File: config.mk
export PLATFORM = sky130hd
export DESIGN_NAME = fpadd_pipe
export DESIGN_NICKNAME = d
export VERILOG_FILES = /design/src/rtl/fpadd_pipe.sv
export SDC_FILE = /design/constraint.sdc
export NUM_CORES = 1
export LEC_CHECK = 0
export BUFFER_PORTS_ARGS = -buffer_cell sky130_fd_sc_hd__buf_4
export CAP_MARGIN = 25
export CORE_AREA = 2 2 158 114
export CTS_CLUSTER_SIZE = 30
export DETAILED_ROUTE_END_ITERATION = 6
export DIE_AREA = 0 0 160 116
export PLACE_DENSITY = 0.64
export SYNTH_ARGS = -nofsm -noshare
export SYNTH_HDL_FRONTEND = slang
export SYNTH_SLANG_ARGS = --single-unit
File: constraint.sdc
create_clock -name CLK -period 7.2 [get_ports CLK]
set_input_delay 1.08 -clock CLK [delete_from_list [all_inputs] [get_ports CLK]]
set_output_delay 1.08 -clock CLK [all_outputs]
set_load 0.005 [all_outputs]
File: src/rtl/fpadd_pipe.sv
`default_nettype none
// ============================================================================
// Module  : fpadd_pipe
// Brief   : 3-stage FP add/sub, FTZ + RNE, valid/ready; FPADD_FLAGS_EN adds flags.
// Revision: 1.0
// ============================================================================
module fpadd_pipe #(
    parameter int EW = 5,
    parameter int MW = 10
) (
    input  logic           CLK,
    input  logic           RESETn,
    input  logic           in_valid,
    output logic           in_ready,
    input  logic [EW+MW:0] A,
    input  logic [EW+MW:0] B,
    input  logic           sub,
    output logic           out_valid,
    input  logic           out_ready,
`ifdef FPADD_FLAGS_EN
    output logic [2:0]     flags,
`endif
    output logic [EW+MW:0] sum
);

    localparam int c_W  = 1 + EW + MW;
    localparam int c_MX = MW + 4;
    localparam int c_XW = EW + 8;
    localparam logic [EW-1:0]  c_EMAX = {EW{1'b1}};
    localparam logic [c_W-1:0] c_QNAN = {1'b0, {EW{1'b1}}, {(MW-1){1'b0}}, 1'b1};

    logic           out_valid_q;
    logic [c_W-1:0] sum_q, sum_d;
    logic           w_advance;

    assign w_advance = ~out_valid_q | out_ready;

    // ---------------- stage 1: decode, specials, swap, align
    logic          w_sa, w_sb, w_ss, w_swap;
    logic [EW-1:0] w_ea, w_eb, w_es;
    logic [MW-1:0] w_fa, w_fb, w_fl, w_fs;
    logic          w_nan_a, w_nan_b, w_inf_a, w_inf_b, w_zero_a, w_zero_b;
    logic [c_XW-1:0] w_d;
    logic [c_MX-1:0] w_ext, w_mask;

    logic            s1_valid_q, s1_spec_q, s1_spec_d, s1_sign_q, s1_sign_d, s1_op_q, s1_op_d;
    logic [c_W-1:0]  s1_res_q, s1_res_d;
    logic [EW-1:0]   s1_exp_q, s1_exp_d;
    logic [c_MX-1:0] s1_ml_q, s1_ml_d, s1_ms_q, s1_ms_d;
`ifdef FPADD_FLAGS_EN
    logic            s1_inv_q, s1_inv_d, s2_inv_q;
    logic [2:0]      flags_q, flags_d;
`endif

    assign w_sa = A[c_W-1];
    assign w_sb = B[c_W-1] ^ sub;
    assign w_ea = A[c_W-2:MW];
    assign w_eb = B[c_W-2:MW];
    assign w_fa = A[MW-1:0];
    assign w_fb = B[MW-1:0];
    assign w_nan_a  = (w_ea == c_EMAX) && (w_fa != '0);
    assign w_nan_b  = (w_eb == c_EMAX) && (w_fb != '0);
    assign w_inf_a  = (w_ea == c_EMAX) && (w_fa == '0);
    assign w_inf_b  = (w_eb == c_EMAX) && (w_fb == '0);
    assign w_zero_a = (w_ea == '0);
    assign w_zero_b = (w_eb == '0);

    always_comb begin
        w_swap    = B[c_W-2:0] > A[c_W-2:0];
        s1_sign_d = w_swap ? w_sb : w_sa;
        w_ss      = w_swap ? w_sa : w_sb;
        s1_exp_d  = w_swap ? w_eb : w_ea;
        w_es      = w_swap ? w_ea : w_eb;
        w_fl      = w_swap ? w_fb : w_fa;
        w_fs      = w_swap ? w_fa : w_fb;
        s1_op_d   = s1_sign_d ^ w_ss;
        s1_ml_d   = {1'b1, w_fl, 3'b000};
        w_ext     = {1'b1, w_fs, 3'b000};
        w_d       = c_XW'(s1_exp_d) - c_XW'(w_es);
        w_mask    = ~({c_MX{1'b1}} << w_d);
        // Bits shifted past the round position collapse into the sticky LSB
        if (w_d >= c_XW'(MW + 3))
            s1_ms_d = c_MX'(1'b1);
        else
            s1_ms_d = (w_ext >> w_d) | c_MX'(|(w_ext & w_mask));
    end

    always_comb begin
        s1_spec_d = 1'b1;
        s1_res_d  = c_QNAN;
`ifdef FPADD_FLAGS_EN
        s1_inv_d  = 1'b0;
`endif
        if (w_nan_a | w_nan_b) begin
            s1_res_d = c_QNAN;
        end else if (w_inf_a & w_inf_b & (w_sa ^ w_sb)) begin
            s1_res_d = c_QNAN;
`ifdef FPADD_FLAGS_EN
            s1_inv_d = 1'b1;
`endif
        end else if (w_inf_a) begin
            s1_res_d = {w_sa, c_EMAX, {MW{1'b0}}};
        end else if (w_inf_b) begin
            s1_res_d = {w_sb, c_EMAX, {MW{1'b0}}};
        end else if (w_zero_a & w_zero_b) begin
            s1_res_d = {w_sa & w_sb, {(EW+MW){1'b0}}};
        end else if (w_zero_a) begin
            s1_res_d = {w_sb, B[c_W-2:0]};
        end else if (w_zero_b) begin
            s1_res_d = A;
        end else begin
            s1_spec_d = 1'b0;
        end
    end

    // ---------------- stage 2: magnitude add/subtract (larger operand first, never negative)
    logic            s2_valid_q, s2_spec_q, s2_sign_q;
    logic [c_W-1:0]  s2_res_q;
    logic [EW-1:0]   s2_exp_q;
    logic [c_MX:0]   s2_mag_q, s2_mag_d;

    assign s2_mag_d = s1_op_q ? ({1'b0, s1_ml_q} - {1'b0, s1_ms_q})
                              : ({1'b0, s1_ml_q} + {1'b0, s1_ms_q});

    // ---------------- stage 3: normalise, round, pack
    logic [c_XW-1:0] w_lz, w_e;
    logic [c_MX-1:0] w_m;
    logic [MW:0]     w_fr;
    logic            w_up, w_uf, w_of;
`ifdef FPADD_FLAGS_EN
    logic            w_inx;
`endif

    always_comb begin
        w_lz = '0;
        for (int i = 0; i < c_MX; i++)
            if (s2_mag_q[i]) w_lz = c_XW'(c_MX - 1 - i);
        if (s2_mag_q[c_MX]) begin
            w_m = {s2_mag_q[c_MX:2], |s2_mag_q[1:0]};
            w_e = c_XW'(s2_exp_q) + c_XW'(1);
        end else begin
            w_m = s2_mag_q[c_MX-1:0] << w_lz;
            w_e = c_XW'(s2_exp_q) - w_lz;
        end
        w_up = w_m[2] & (w_m[3] | w_m[1] | w_m[0]);
        w_fr = {1'b0, w_m[c_MX-2:3]} + {{MW{1'b0}}, w_up};
        if (w_fr[MW]) w_e = w_e + c_XW'(1);
        w_uf  = w_e[c_XW-1] | (w_e == '0);
        w_of  = ~w_e[c_XW-1] & (w_e >= c_XW'(c_EMAX));
        sum_d = {s2_sign_q, w_e[EW-1:0], w_fr[MW-1:0]};
`ifdef FPADD_FLAGS_EN
        w_inx   = |w_m[2:0];
        flags_d = {2'b00, w_inx};
`endif
        // Hidden bit clear after normalisation means exact cancellation
        if (s2_spec_q) begin
            sum_d = s2_res_q;
`ifdef FPADD_FLAGS_EN
            flags_d = {s2_inv_q, 2'b00};
`endif
        end else if (!w_m[c_MX-1]) begin
            sum_d = '0;
`ifdef FPADD_FLAGS_EN
            flags_d = 3'b000;
`endif
        end else if (w_of) begin
            sum_d = {s2_sign_q, c_EMAX, {MW{1'b0}}};
`ifdef FPADD_FLAGS_EN
            flags_d = 3'b011;
`endif
        end else if (w_uf) begin
            sum_d = '0;
        end
    end

    // ---------------- registers
    always_ff @(posedge CLK) begin
        if (!RESETn) begin
            s1_valid_q  <= 1'b0;
            s2_valid_q  <= 1'b0;
            out_valid_q <= 1'b0;
            sum_q       <= '0;
`ifdef FPADD_FLAGS_EN
            flags_q     <= 3'b000;
`endif
        end else if (w_advance) begin
            s1_valid_q  <= in_valid;
            s2_valid_q  <= s1_valid_q;
            out_valid_q <= s2_valid_q;
            sum_q       <= sum_d;
`ifdef FPADD_FLAGS_EN
            flags_q     <= flags_d;
`endif
        end
    end

    always_ff @(posedge CLK) begin
        if (w_advance) begin
            s1_spec_q <= s1_spec_d;
            s1_res_q  <= s1_res_d;
            s1_sign_q <= s1_sign_d;
            s1_op_q   <= s1_op_d;
            s1_exp_q  <= s1_exp_d;
            s1_ml_q   <= s1_ml_d;
            s1_ms_q   <= s1_ms_d;
            s2_spec_q <= s1_spec_q;
            s2_res_q  <= s1_res_q;
            s2_sign_q <= s1_sign_q;
            s2_exp_q  <= s1_exp_q;
            s2_mag_q  <= s2_mag_d;
`ifdef FPADD_FLAGS_EN
            s1_inv_q  <= s1_inv_d;
            s2_inv_q  <= s1_inv_q;
`endif
        end
    end

    assign in_ready  = w_advance;
    assign out_valid = out_valid_q;
    assign sum       = sum_q;
`ifdef FPADD_FLAGS_EN
    assign flags     = flags_q;
`endif

endmodule
`default_nettype wire

# Word-level counts from Yosys, hierarchy flattened
# Index checks and enable logic that the tools add are counted.
# W data, S select, Z words.
# totals
inputBits,37
out_inout_bits,18
reg_bits,105
elab_cells,103
# op_classes
muxes,34
reduce_logical,17
bitwise,19
n_lt_le_gt_ge,3
add_sub_neg,7
n_eq_ne,2
shift,3
# ops
operator,n
$mux W13,15
$mux W16,9
$logic_not A10 Y1,2
$mux W10,2
$reduce_bool A10 Y1,2
$add A14 B14 Y15,1
$gt A15 B15 Y1,1
$mux W15,1
$sub A14 B14 Y15,1
$and A14 B14 Y14,1
$mux W14,1
$not A14 Y14,1
$or A14 B1 Y14,1
$reduce_or A14 Y1,1
$shl A14 B13 Y14,1
$shl A14 B13 Y14 const A,1
$shr A14 B13 Y14,1
$add A13 B1 Y13 const B,1
$ge A13 B4 Y1 const B,1
$ge A13 B5 Y1 const B,1
$logic_not A13 Y1,1
$sub A5 B13 Y13,1
$add A10 B1 Y11,1
$eq A5 B5 Y1 const B,2
15 further kinds,35

# Logic depth before layout (Yosys ltp)
# Gate-level depths: netlist of the first run.
# depth
ltp_word,27
mapped_depth,21
depth_no_buf,19

# Worst setup path before layout of the first run
# Ideal clock, no wire load.
# synth_path
path_kind,input-to-reg
start,input A[10]
end,"register s1_ms_q[0], data pin"
required_time_ps,6928
setup_slack_ps,2236
n_path_buf,1
path_stages,16
setup_ps,272
arrival_time_ps,4692
cell_sequence,inv_1 > ha_1 > and3_1 > a221oi_1 > and2_2 > a21oi_4 > nor3b_1 > nor2_1 > ha_1 > clkbuf_1 > mux2i_1 > mux2i_1 > nor2_1 > o31a_1 > or4_1 > or4_1
# synth_between
elab_chain_len,8
elab_cells_between_ends,12
cone_classes,add/sub: 1; order compare: 2; shift: 2; mux: 3; bitwise: 3; reduce/logical: 1
# synth_lines
item,line_no,source
from (decl),15,"input logic [EW+MW:0] A,"
$gt A15 B15 Y1,69,w_swap = B[c_W-2:0] > A[c_W-2:0];
$mux W5 (on tied branches),"72, 73",
$sub A5 B5 Y6,79,w_d = c_XW'(s1_exp_d) - c_XW'(w_es);
$shl A14 B13 Y14,80,w_mask = ~({c_MX{1'b1}} << w_d);
$not A14 Y14,80,
$and A14 B14 Y14,85,s1_ms_d = (w_ext >> w_d) | c_MX'(|(w_ext & w_mask));
$reduce_or A14 Y1,85,
$or A14 B1 Y14,85,
to (signal assigned),205,s1_ms_q <= s1_ms_d;
to (decl),49,"logic [c_MX-1:0] s1_ml_q, s1_ml_d, s1_ms_q, s1_ms_d;"
# Several ways; a longest one is shown, not always the timed one.
# A chain may end at the register's enable or synchronous reset.

# Final worst setup path of the first run
# layout_path
start,register s2_mag_q[5]
end,register sum_q[1] (netlist: sum[1])
# layout_between
elab_chain_len,22
elab_cells_between_ends,28
cone_classes,add/sub: 3; order compare: 1; shift: 1; mux: 16; bitwise: 6; reduce/logical: 1
# layout_lines
item,line_no,source
from (decl),120,"logic [c_MX:0] s2_mag_q, s2_mag_d;"
from (signal assigned),210,s2_mag_q <= s2_mag_d;
"parallel branches: the longest is 20 deep, another holds $shl A14 B13 Y14",--,
$mux W16 *,161,end else if (!w_m[c_MX-1]) begin
$mux W16 *,156,if (s2_spec_q) begin
to (signal assigned),190,sum_q <= sum_d;
to (decl),33,"logic [c_W-1:0] sum_q, sum_d;"
# Every way passes the cells marked *.

==> impl_metrics.env, run 1 <==
export IMPL_post_cts_buffers=0
export IMPL_p_leak_nw=3.70
export IMPL_syn_inst=929
export IMPL_antenna_found_initial=0
export IMPL_path_clk_slew_ns=0.08
export IMPL_hold_viol=0
export IMPL_grt_pass1_wl_um=34800
export IMPL_crit_start="s2_mag_q[5]"
export IMPL_timing_rr_end="sum[1]"
export IMPL_critPathCaptureType="register"
export IMPL_syn_area_per_cell_um2=8.99
export IMPL_via_count=7241
export IMPL_yosysWarnings=0
export IMPL_dieArea_um2=18600
export IMPL_fillerInstances=1570
export IMPL_drc=0
export IMPL_clockBufferDepth=2
export IMPL_nNetsFinal=1046
export IMPL_postRouteAntennaNets=0
export IMPL_max_cap_violations=0
export IMPL_power_density_nw_per_um2=314
export IMPL_grt_usage_pct=23.6
export IMPL_cp_start_kind="register"
export IMPL_clock_skew_final_ns=0.0145
export IMPL_final_max_slew_viol_count=0
export IMPL_dp_hpwl_um=16800
export IMPL_fp_dieH_um=116
export IMPL_drt_wl_total_um=21800
export IMPL_ys_seq_elements=105
export IMPL_cts_tree="yes"
export IMPL_worst_pin_slew_ns=0.975
export IMPL_fin_crit_ns=5.75
export IMPL_place_congestion=0.924
export IMPL_reg2reg_slack_ns=1.45
export IMPL_r2r_start="s2_mag_q[5]"
export IMPL_cts_sinks=105
export IMPL_fin_cells=1196
export IMPL_rows=40
export IMPL_finalPower_w=0.00289
export IMPL_antennaDiodeCount=0
export IMPL_clk_latency_ns=0.35
export IMPL_worstPathMaxFanout=20
export IMPL_core_area_um2=16900
export IMPL_status="complete, no violations"
export IMPL_cts_hold_buf=0
export IMPL_slew_headroom_pct=34.9
export IMPL_placed_cell_area_um2=8900
export IMPL_first_pass_iters=5
export IMPL_max_freq_mhz=174
export IMPL_worst_setup_path_type="reg -> reg"
export IMPL_port_buffers=54
export IMPL_htreeDepth=3
export IMPL_vdd_drop_max_mv=0.139
export IMPL_reg2regPathDepth=18
export IMPL_setup_tns_final_ns=0
export IMPL_final_area_um2=9200
export IMPL_syn_area_um2=8350
export IMPL_ios=55
export IMPL_vias_per_cell=6.05
export IMPL_cts_root_buf="clkbuf_16"
export IMPL_placed_cells=1180
export IMPL_syn_to_final_growth_pct=10.2
export IMPL_endpoint="sum[1]"
export IMPL_synthArstFlopShare_pct=0
export IMPL_min_path_type="reg -> reg"
export IMPL_arrival_ns=6.04
export IMPL_synth_seq_area_share_pct=35.5
export IMPL_grt_max_degree=73
export IMPL_synth_fp_nets=1015
export IMPL_post_route_util_pct=54.4
export IMPL_initial_utilization_pct=49.4
export IMPL_first_global_vias=6450
export IMPL_setup_violations=0
export IMPL_period_share_pct=79.9
export IMPL_routedWlPerCell_um=18.3
export IMPL_required_ns=7.48
export IMPL_synth_cell_types=99
export IMPL_cts_resized=0
export IMPL_synth_top_flop_cell="edfxtp_1"
export IMPL_grt_overflow_total=0
export IMPL_cts_buffers=9
export IMPL_synth_edf_count=86
export IMPL_first_iter_violations=680
export IMPL_drive_gt1_share_pct=13.3
export IMPL_rsz0062_at_grt="no"
export IMPL_die_width_um=160
[power breakdown]
group | total, W | switching (W) | leakage (nW) | internal [W]
clock | 0.000475 | 0.000230 | 0.144 | 0.000245
combinational | 0.00149 | 0.000886 | 2.47 | 0.000605
sequential | 0.000923 | 0.000139 | 1.08 | 0.000783
total | 0.00289 | 0.00126 | 3.70 | 0.00163
[critical path: stages (launching register included)]
cell and delay [ns]:
edfxtp_1 0.53, or4_4 0.60, nand2b_4 0.17, a31oi_4 0.37
inv_2 0.25, ha_1 0.37, nor2b_1 0.14, o21ai_0 0.25
nor2b_1 0.19, ha_1 0.23, mux2i_1 0.39, nand4_1 0.21
o21ai_0 0.17, or4b_1 0.49, a221oi_1 0.32, nand4_1 0.21
a221oi_4 0.49, nand2_1 0.15, a21oi_1 0.15
[cell type report]
class | instances | area [um^2] | share of cell area (%)
multi-input cells | 719 | 4940 | 53.7
flip-flops and latches | 105 | 2960 | 32.2
repair buffers | 64 | 480 | 5.22
well taps | 231 | 289 | 3.14
inverters | 61 | 233 | 2.53
clock buffers | 9 | 225 | 2.45
clock inverters | 7 | 71.3 | 0.775
[worst min path at each step]
stage / slack, ns / startpoint / endpoint / cells past startpoint
detailed placement: 0.40 / s1_res_q[10] / s2_res_q[10] / 0
CTS: 0.42 / s1_res_q[10] / s2_res_q[10] / 0
global placement: 0.40 / s1_res_q[6] / s2_res_q[6] / 0
floorplan: 0.40 / s1_exp_q[0] / s2_exp_q[0] / 0
finish: 0.42 / s1_res_q[10] / s2_res_q[10] / 0
global route: 0.43 / s1_res_q[13] / s2_res_q[13] / 0
[state kept, by name, summed over array words and instances, names as in the netlist, 5 cells and up]
| register | count |
|---|---|
| s1_res_q | 16 |
| s1_ms_q | 14 |
| s1_ml_q | 10 |
| s2_mag_q | 15 |
| s2_exp_q | 5 |
| s1_exp_q | 5 |
| sum | 16 |
| s2_res_q | 16 |
[per-stage QoR]
stage	hold WS (ns)	setup slack [ns]
final	0.424	1.45
after global routing	0.432	0.917
after CTS	0.424	1.54
after detailed placement	0.405	1.21
after global placement	0.401	1.26
after floorplan	0.400	2.24
[cells by family (layout without fill, tap and decap cells)]
logic type	after synthesis	count (layout)	synth area share, %
flip-flops	105	105	35.5
AO/OA/AOI/OAI	290	290	24.1
buffers and inverters	105	141	5.38
XOR/XNOR	30	30	3.24
multiplexers	46	46	5.72
adder cells (fa/ha/maj)	49	49	7.52
AND/OR/NAND/NOR	304	304	18.6
[cell usage in the layout, fill, tap and decap left out, types with 5 or more instances in the layout]
master / n
a211oi_1: 10
a21oi_1: 75
mux2_2: 10
dfxtp_1: 19
ha_1: 47
buf_4: 64
o31ai_1: 13
inv_1: 56
and2_1: 8
nor2_1: 74
or2_2: 5
clkbuf_16: 9
o22ai_1: 10
nand2_1: 73
a21o_1: 14
a31oi_1: 9
a221oi_1: 8
nand2b_1: 12
mux2i_1: 35
a21boi_0: 6
o21ai_0: 57
nor2b_1: 19
nand4_1: 12
nor4_1: 7
o21bai_1: 8
edfxtp_1: 86
nand3_1: 32
and3_1: 8
xnor2_1: 19
nor3_1: 27
a22oi_1: 14
xor2_1: 10
[cell usage after synthesis (9+ instances only)]
master | instances | area [um^2]
nand2_1 | 73 | 274
clkbuf_1 | 28 | 105
nand4_1 | 12 | 75.1
a31oi_1 | 9 | 56.3
inv_1 | 56 | 210
a211oi_1 | 10 | 75.1
o22ai_1 | 10 | 62.6
a21oi_1 | 75 | 375
o31ai_1 | 13 | 97.6
o21ai_0 | 57 | 285
nand2b_1 | 12 | 75.1
nand3_1 | 32 | 160
mux2_2 | 10 | 113
nor3_1 | 27 | 135
dfxtp_1 | 19 | 380
nor2b_1 | 19 | 119
edfxtp_1 | 86 | 2580
ha_1 | 47 | 588
mux2i_1 | 35 | 350
nor2_1 | 74 | 278
a22oi_1 | 14 | 105
a21o_1 | 14 | 105
xnor2_1 | 19 | 166
xor2_1 | 10 | 87.6
[metal layers]
layer  up-vias  global-route usage, %  share of wire (%)
met5         -                      0                  0
met3        22                   3.47                6.5
met1      3422                   36.3                 50
met2       262                   35.4                 42
li1       3535                      -                  -
met4         0                   4.86                1.2
(Power assumes the default switching activity.)
==> run 2, diff against run 1 <==
==> constraint.sdc (replaced) <==
create_clock -name CLK -period 6 [get_ports CLK]
set_input_delay 0.9 -clock CLK [delete_from_list [all_inputs] [get_ports CLK]]
set_output_delay 0.9 -clock CLK [all_outputs]
set_load 0.005 [all_outputs]
==> impl_metrics.env, run 2 (same netlist as run 1, synthesis figures left out) <==
export IMPL_critPathCaptureType="register"
export IMPL_nNetsFinal=1053
export IMPL_fin_hold_ws_ns=0.421
export IMPL_setup_slack_ns=0.530
export IMPL_worst_setup_path_type="reg -> reg"
export IMPL_crit_start="s2_mag_q[5]"
export IMPL_cpPeakStageDelay_ns=0.60
export IMPL_slew_headroom_pct=36.2
export IMPL_antenna_found_initial=0
export IMPL_dieArea_um2=18600
export IMPL_fp_dieH_um=116
export IMPL_period_share_pct=91.2
export IMPL_layout_commonest_cell="edfxtp_1"
export IMPL_fillerInstances=1569
export IMPL_cts_sinks=105
export IMPL_final_cell_mix="edfxtp_1 (86), a21oi_1 (75), nor2_1 (74), nand2_1 (73), buf_4 (71)"
export IMPL_p_leak_nw=3.75
export IMPL_htreeDepth=3
export IMPL_setup_violations=0
export IMPL_fin_crit_ns=5.47
export IMPL_combPwrFrac_pct=51.3
export IMPL_place_congestion=0.929
export IMPL_grt_max_degree=80
export IMPL_placed_cell_area_um2=8950
export IMPL_final_area_um2=9290
export IMPL_holdCritStartpoint="s1_res_q[1]"
export IMPL_place_ws_ns=0.482
export IMPL_cts_tree="yes"
export IMPL_grt_overflow_total=0
export IMPL_power_density_nw_per_um2=382
export IMPL_cts_buffers=9
export IMPL_first_pass_iters=5
export IMPL_clockBufferDepth=2
export IMPL_drc=0
export IMPL_die_width_um=160
export IMPL_drive_gt1_share_pct=14.0
export IMPL_syn_to_final_growth_pct=11.2
export IMPL_p_int_w=0.00203
export IMPL_p_seq_share_pct=31.0
export IMPL_rows=40
export IMPL_clkPwrFrac_pct=17.7
export IMPL_path_cells="or4_4 -> nand2b_4 -> a31oi_4 -> inv_2 -> ha_1 -> nor2b_1 -> o21ai_0 -> nor2b_1 -> ha_1 -> mux2i_2 -> and2_1 -> nand2_1 -> or4b_1 -> a221oi_1 -> nand4_1 -> a221oi_4 -> buf_4 -> nand3b_1 -> a21oi_1"
export IMPL_reg2reg_slack_ns=0.53
export IMPL_ios=55
export IMPL_max_cap_violations=0
export IMPL_antennaDiodeCount=0
export IMPL_arrival_ns=5.75
export IMPL_via_count=7311
export IMPL_first_global_vias=6636
export IMPL_clk_latency_ns=0.35
export IMPL_cts_root_buf="clkbuf_16"
export IMPL_worst_pin_slew_ns=0.957
export IMPL_grt_usage_pct=24.0
export IMPL_final_max_slew_viol_count=0
export IMPL_r2r_start="s2_mag_q[5]"
export IMPL_min_path_type="reg -> reg"
export IMPL_finalPower_w=0.00355
export IMPL_vdd_drop_max_mv=0.176
export IMPL_clock_skew_final_ns=0.00519
export IMPL_crit_family="simple AND/OR/NAND/NOR gates"
export IMPL_worstPathMaxFanout=11
export IMPL_status="complete, no violations"
export IMPL_core_area_um2=16900
export IMPL_path_clk_slew_ns=0.08
export IMPL_max_freq_mhz=183
export IMPL_first_iter_violations=579
export IMPL_grt_pass1_wl_um=35500
export IMPL_p_switching_w=0.00152
export IMPL_vias_per_cell=6.08
export IMPL_hold_viol=0
export IMPL_required_ns=6.28
export IMPL_setup_tns_final_ns=0
export IMPL_path_buf_inv=2
export IMPL_rsz0062_at_grt="no"
export IMPL_postRouteAntennaNets=0
export IMPL_slowest_stage="or4_4"
export IMPL_initial_utilization_pct=49.4
export IMPL_cp_start_kind="register"
export IMPL_dp_hpwl_um=16900
export IMPL_port_buffers=54
export IMPL_drt_wl_total_um=22100
export IMPL_routedWlPerCell_um=18.4
export IMPL_switching_share_pct=42.9
run 2: cell types whose count changed in the layout (fill, tap and decap cells not counted), sizes merged:
| cell | before | now |
|---|---|---|
| clkinvlp | 1 | 0 |
| bufinv | 0 | 1 |
| buf | 64 | 71 |
run 2: per-layer routing:
layer / vias to the layer above / wire length, um / GRT usage [%]
li1: 3558 / - / -
met1: 3444 / 11000 / 37.0
met2: 276 / 9190 / 34.7
met3: 33 / 1620 / 4.69
met4: 0 / 348 / 5.47
met5: - / 0 / 0
run 2: final cells by class:
type	instances	area, um^2	share of cell area (%)
inverters	61	233	2.51
clock inverters	7	103	1.10
repair buffers	71	533	5.74
well taps	231	289	3.11
multi-input cells	719	4940	53.2
clock buffers	9	225	2.43
flip-flops and latches	105	2960	31.9
run 2: metrics by stage:
step                std cells  util [%]
floorplan                 929         -
global placement         1186      52.9
detailed placement       1186      52.9
CTS                      1202      54.8
global route             1203      54.9
finish                   1203      54.9
run 2: power groups by stage:
stage,Sequential [W],Clock [W],Combinational (W)
final,0.00110,0.000627,0.00182
after global routing,0.00112,0.000668,0.00200
after CTS,0.00110,0.000641,0.00178
after detailed placement,0.00111,0,0.00177
after global placement,0.00111,0,0.00178
after floorplan,0.00102,0,0.00139
run 2: final timing paths:
check	end	depth (start not counted)
hold reg to reg	s2_res_q[1]	0
setup / recovery	sum[7]	19
setup reg to reg	sum[7]	19
hold / removal	s2_res_q[1]	0
run 2: what timing repair did:
item,CTS,global route
gates resized for setup,0,1
buffers inserted,0,1
hold buffers,0,0
endpoints found under the setup margin,0,10
==> run 3, diff against run 2 <==
--- a/config.mk
+++ b/config.mk
@@ -12,6 +12,7 @@
 export DETAILED_ROUTE_END_ITERATION = 6
 export DIE_AREA = 0 0 160 116
 export PLACE_DENSITY = 0.64
+export RECOVER_POWER = 100
 export SYNTH_ARGS = -nofsm -noshare
 export SYNTH_HDL_FRONTEND = slang
 export SYNTH_SLANG_ARGS = --single-unit
==> impl_metrics.env, run 3 (same netlist as run 1, synthesis figures left out) <==
export IMPL_clkPwrFrac_pct=17.8
export IMPL_fin_crit_ns=5.57
export IMPL_vias_per_cell=6.06
export IMPL_clockBufferDepth=2
export IMPL_htreeDepth=3
export IMPL_max_cap_violations=1
export IMPL_p_switching_w=0.00151
export IMPL_period_share_pct=92.8
export IMPL_arrival_ns=5.86
export IMPL_dp_hpwl_um=16900
export IMPL_worst_pin_slew_ns=1.84
export IMPL_post_route_util_pct=54.5
export IMPL_grt_pass1_wl_um=35500
export IMPL_p_seq_share_pct=31.2
export IMPL_die_width_um=160
export IMPL_rows=40
export IMPL_drive_gt1_share_pct=12.4
export IMPL_dieArea_um2=18600
export IMPL_grt_max_degree=80
export IMPL_first_global_vias=6636
export IMPL_grt_overflow_total=0
export IMPL_p_leak_nw=3.69
export IMPL_port_buffers=54
export IMPL_via_count=7289
export IMPL_cpPeakStageDelay_ns=0.60
export IMPL_syn_to_final_growth_pct=10.4
export IMPL_slew_headroom_pct=-22.5
export IMPL_combPwrFrac_pct=51.0
export IMPL_final_max_slew_viol_count=80
export IMPL_worst_setup_path_type="reg -> reg"
export IMPL_hold_viol=0
export IMPL_antenna_found_initial=0
export IMPL_clk_latency_ns=0.35
export IMPL_setup_tns_final_ns=0
export IMPL_top_layer="met4"
export IMPL_postRouteAntennaNets=0
export IMPL_cts_sinks=105
export IMPL_place_congestion=0.929
export IMPL_status="complete, but fails checks"
export IMPL_final_cell_mix="edfxtp_1 (86), a21oi_1 (76), nor2_1 (74), nand2_1 (73), o21ai_0 (59)"
export IMPL_first_pass_iters=6
export IMPL_cp_start_kind="register"
export IMPL_setup_violations=0
export IMPL_path_buf_inv=1
export IMPL_vdd_drop_max_mv=0.175
export IMPL_finalPower_w=0.00352
export IMPL_fp_dieH_um=116
export IMPL_worstPathMaxFanout=11
export IMPL_placed_cell_area_um2=8950
export IMPL_first_iter_violations=570
export IMPL_routedWlPerCell_um=18.4
export IMPL_violations="max-capacitance violations, max-slew violations"
export IMPL_grt_usage_pct=24.0
export IMPL_path_cells="or4_4 -> nand2b_4 -> a31oi_4 -> inv_2 -> ha_1 -> nor2b_1 -> o21ai_0 -> nor2b_1 -> ha_1 -> mux2i_2 -> and2_1 -> nand2_1 -> or4b_1 -> a221oi_1 -> nand4_1 -> a221o_1 -> o21ai_0 -> o211a_1"
export IMPL_required_ns=6.29
export IMPL_power_density_nw_per_um2=382
export IMPL_initial_utilization_pct=49.4
export IMPL_slowest_stage="or4_4"
export IMPL_cts_tree="yes"
export IMPL_antennaDiodeCount=0
export IMPL_ios=55
export IMPL_wl_met3_um=1560
export IMPL_p_int_w=0.00201
export IMPL_critPathCaptureType="register"
export IMPL_min_path_type="reg -> reg"
export IMPL_clock_skew_final_ns=0.00530
export IMPL_rsz0062_at_grt="no"
export IMPL_final_area_um2=9220
export IMPL_drc=0
export IMPL_cts_root_buf="clkbuf_16"
export IMPL_layout_commonest_cell="edfxtp_1"
export IMPL_wl_met2_um=9150
export IMPL_path_clk_slew_ns=0.08
export IMPL_crit_family="simple AND/OR/NAND/NOR gates"
export IMPL_max_freq_mhz=180
export IMPL_cts_buffers=9
export IMPL_met1_length_um=11000
export IMPL_reg2reg_slack_ns=0.43
export IMPL_nNetsFinal=1053
export IMPL_core_area_um2=16900
export IMPL_switching_share_pct=43.0
export IMPL_drt_wl_total_um=22100
run 3: changes by cell type in the layout (fill, tap and decap cells not counted), moves of 2 or more:
cell / change
o21ai_0: +2
clkbuf_1: +11
o21ai_1: -2
buf_4: -26
clkbuf_4: +14
mux2_1: +2
run 3: worst paths after layout:
| kind | start | end | depth (start not counted) |
|---|---|---|---|
| max | s2_mag_q[5] | sum[9] | 18 |
| min | s1_res_q[1] | s2_res_q[1] | 0 |
| max reg2reg | s2_mag_q[5] | sum[9] | 18 |
| min reg2reg | s1_res_q[1] | s2_res_q[1] | 0 |
run 3: area by class of cell:
type / count / area (um^2)
Sequential cell: 105 / 2960
Timing Repair Buffer: 71 / 489
Clock inverter: 7 / 103
Clock buffer: 9 / 225
Tap cell: 231 / 289
Inverter: 61 / 231
Multi-Input combinational cell: 719 / 4920
Fill cell: 1586 / 7700
run 3: metal layers:
| metal | vias up | track usage (%) |
|---|---|---|
| li1 | 3563 | - |
| met1 | 3417 | 37.0 |
| met2 | 270 | 34.7 |
| met3 | 39 | 4.69 |
| met4 | 0 | 5.47 |
| met5 | - | 0 |
run 3: metrics by stage:
step / cells / hold WS, ns / setup slack (ns)
after CTS: 1202 / 0.423 / 0.434
after floorplan: 929 / 0.400 / 1.16
after global placement: 1186 / 0.402 / 0.534
after global routing: 1203 / 0.422 / 0.0614
final: 1203 / 0.421 / 0.430
after detailed placement: 1186 / 0.405 / 0.482
run 3: repair_timing:
action                                  4_1_cts  5_1_grt
endpoints found under the setup margin        0       10
hold buffers                                  0        0
resized for setup                             0        1
buffers inserted                              0        1
run 3: power groups by stage:
| stage | registers, W | clock network [W] | logic (W) |
|---|---|---|---|
| detailed placement | 0.00111 | 0 | 0.00177 |
| CTS | 0.00110 | 0.000641 | 0.00178 |
| global placement | 0.00111 | 0 | 0.00178 |
| finish | 0.00110 | 0.000626 | 0.00180 |
| floorplan | 0.00102 | 0 | 0.00139 |
| global route | 0.00112 | 0.000668 | 0.00198 |
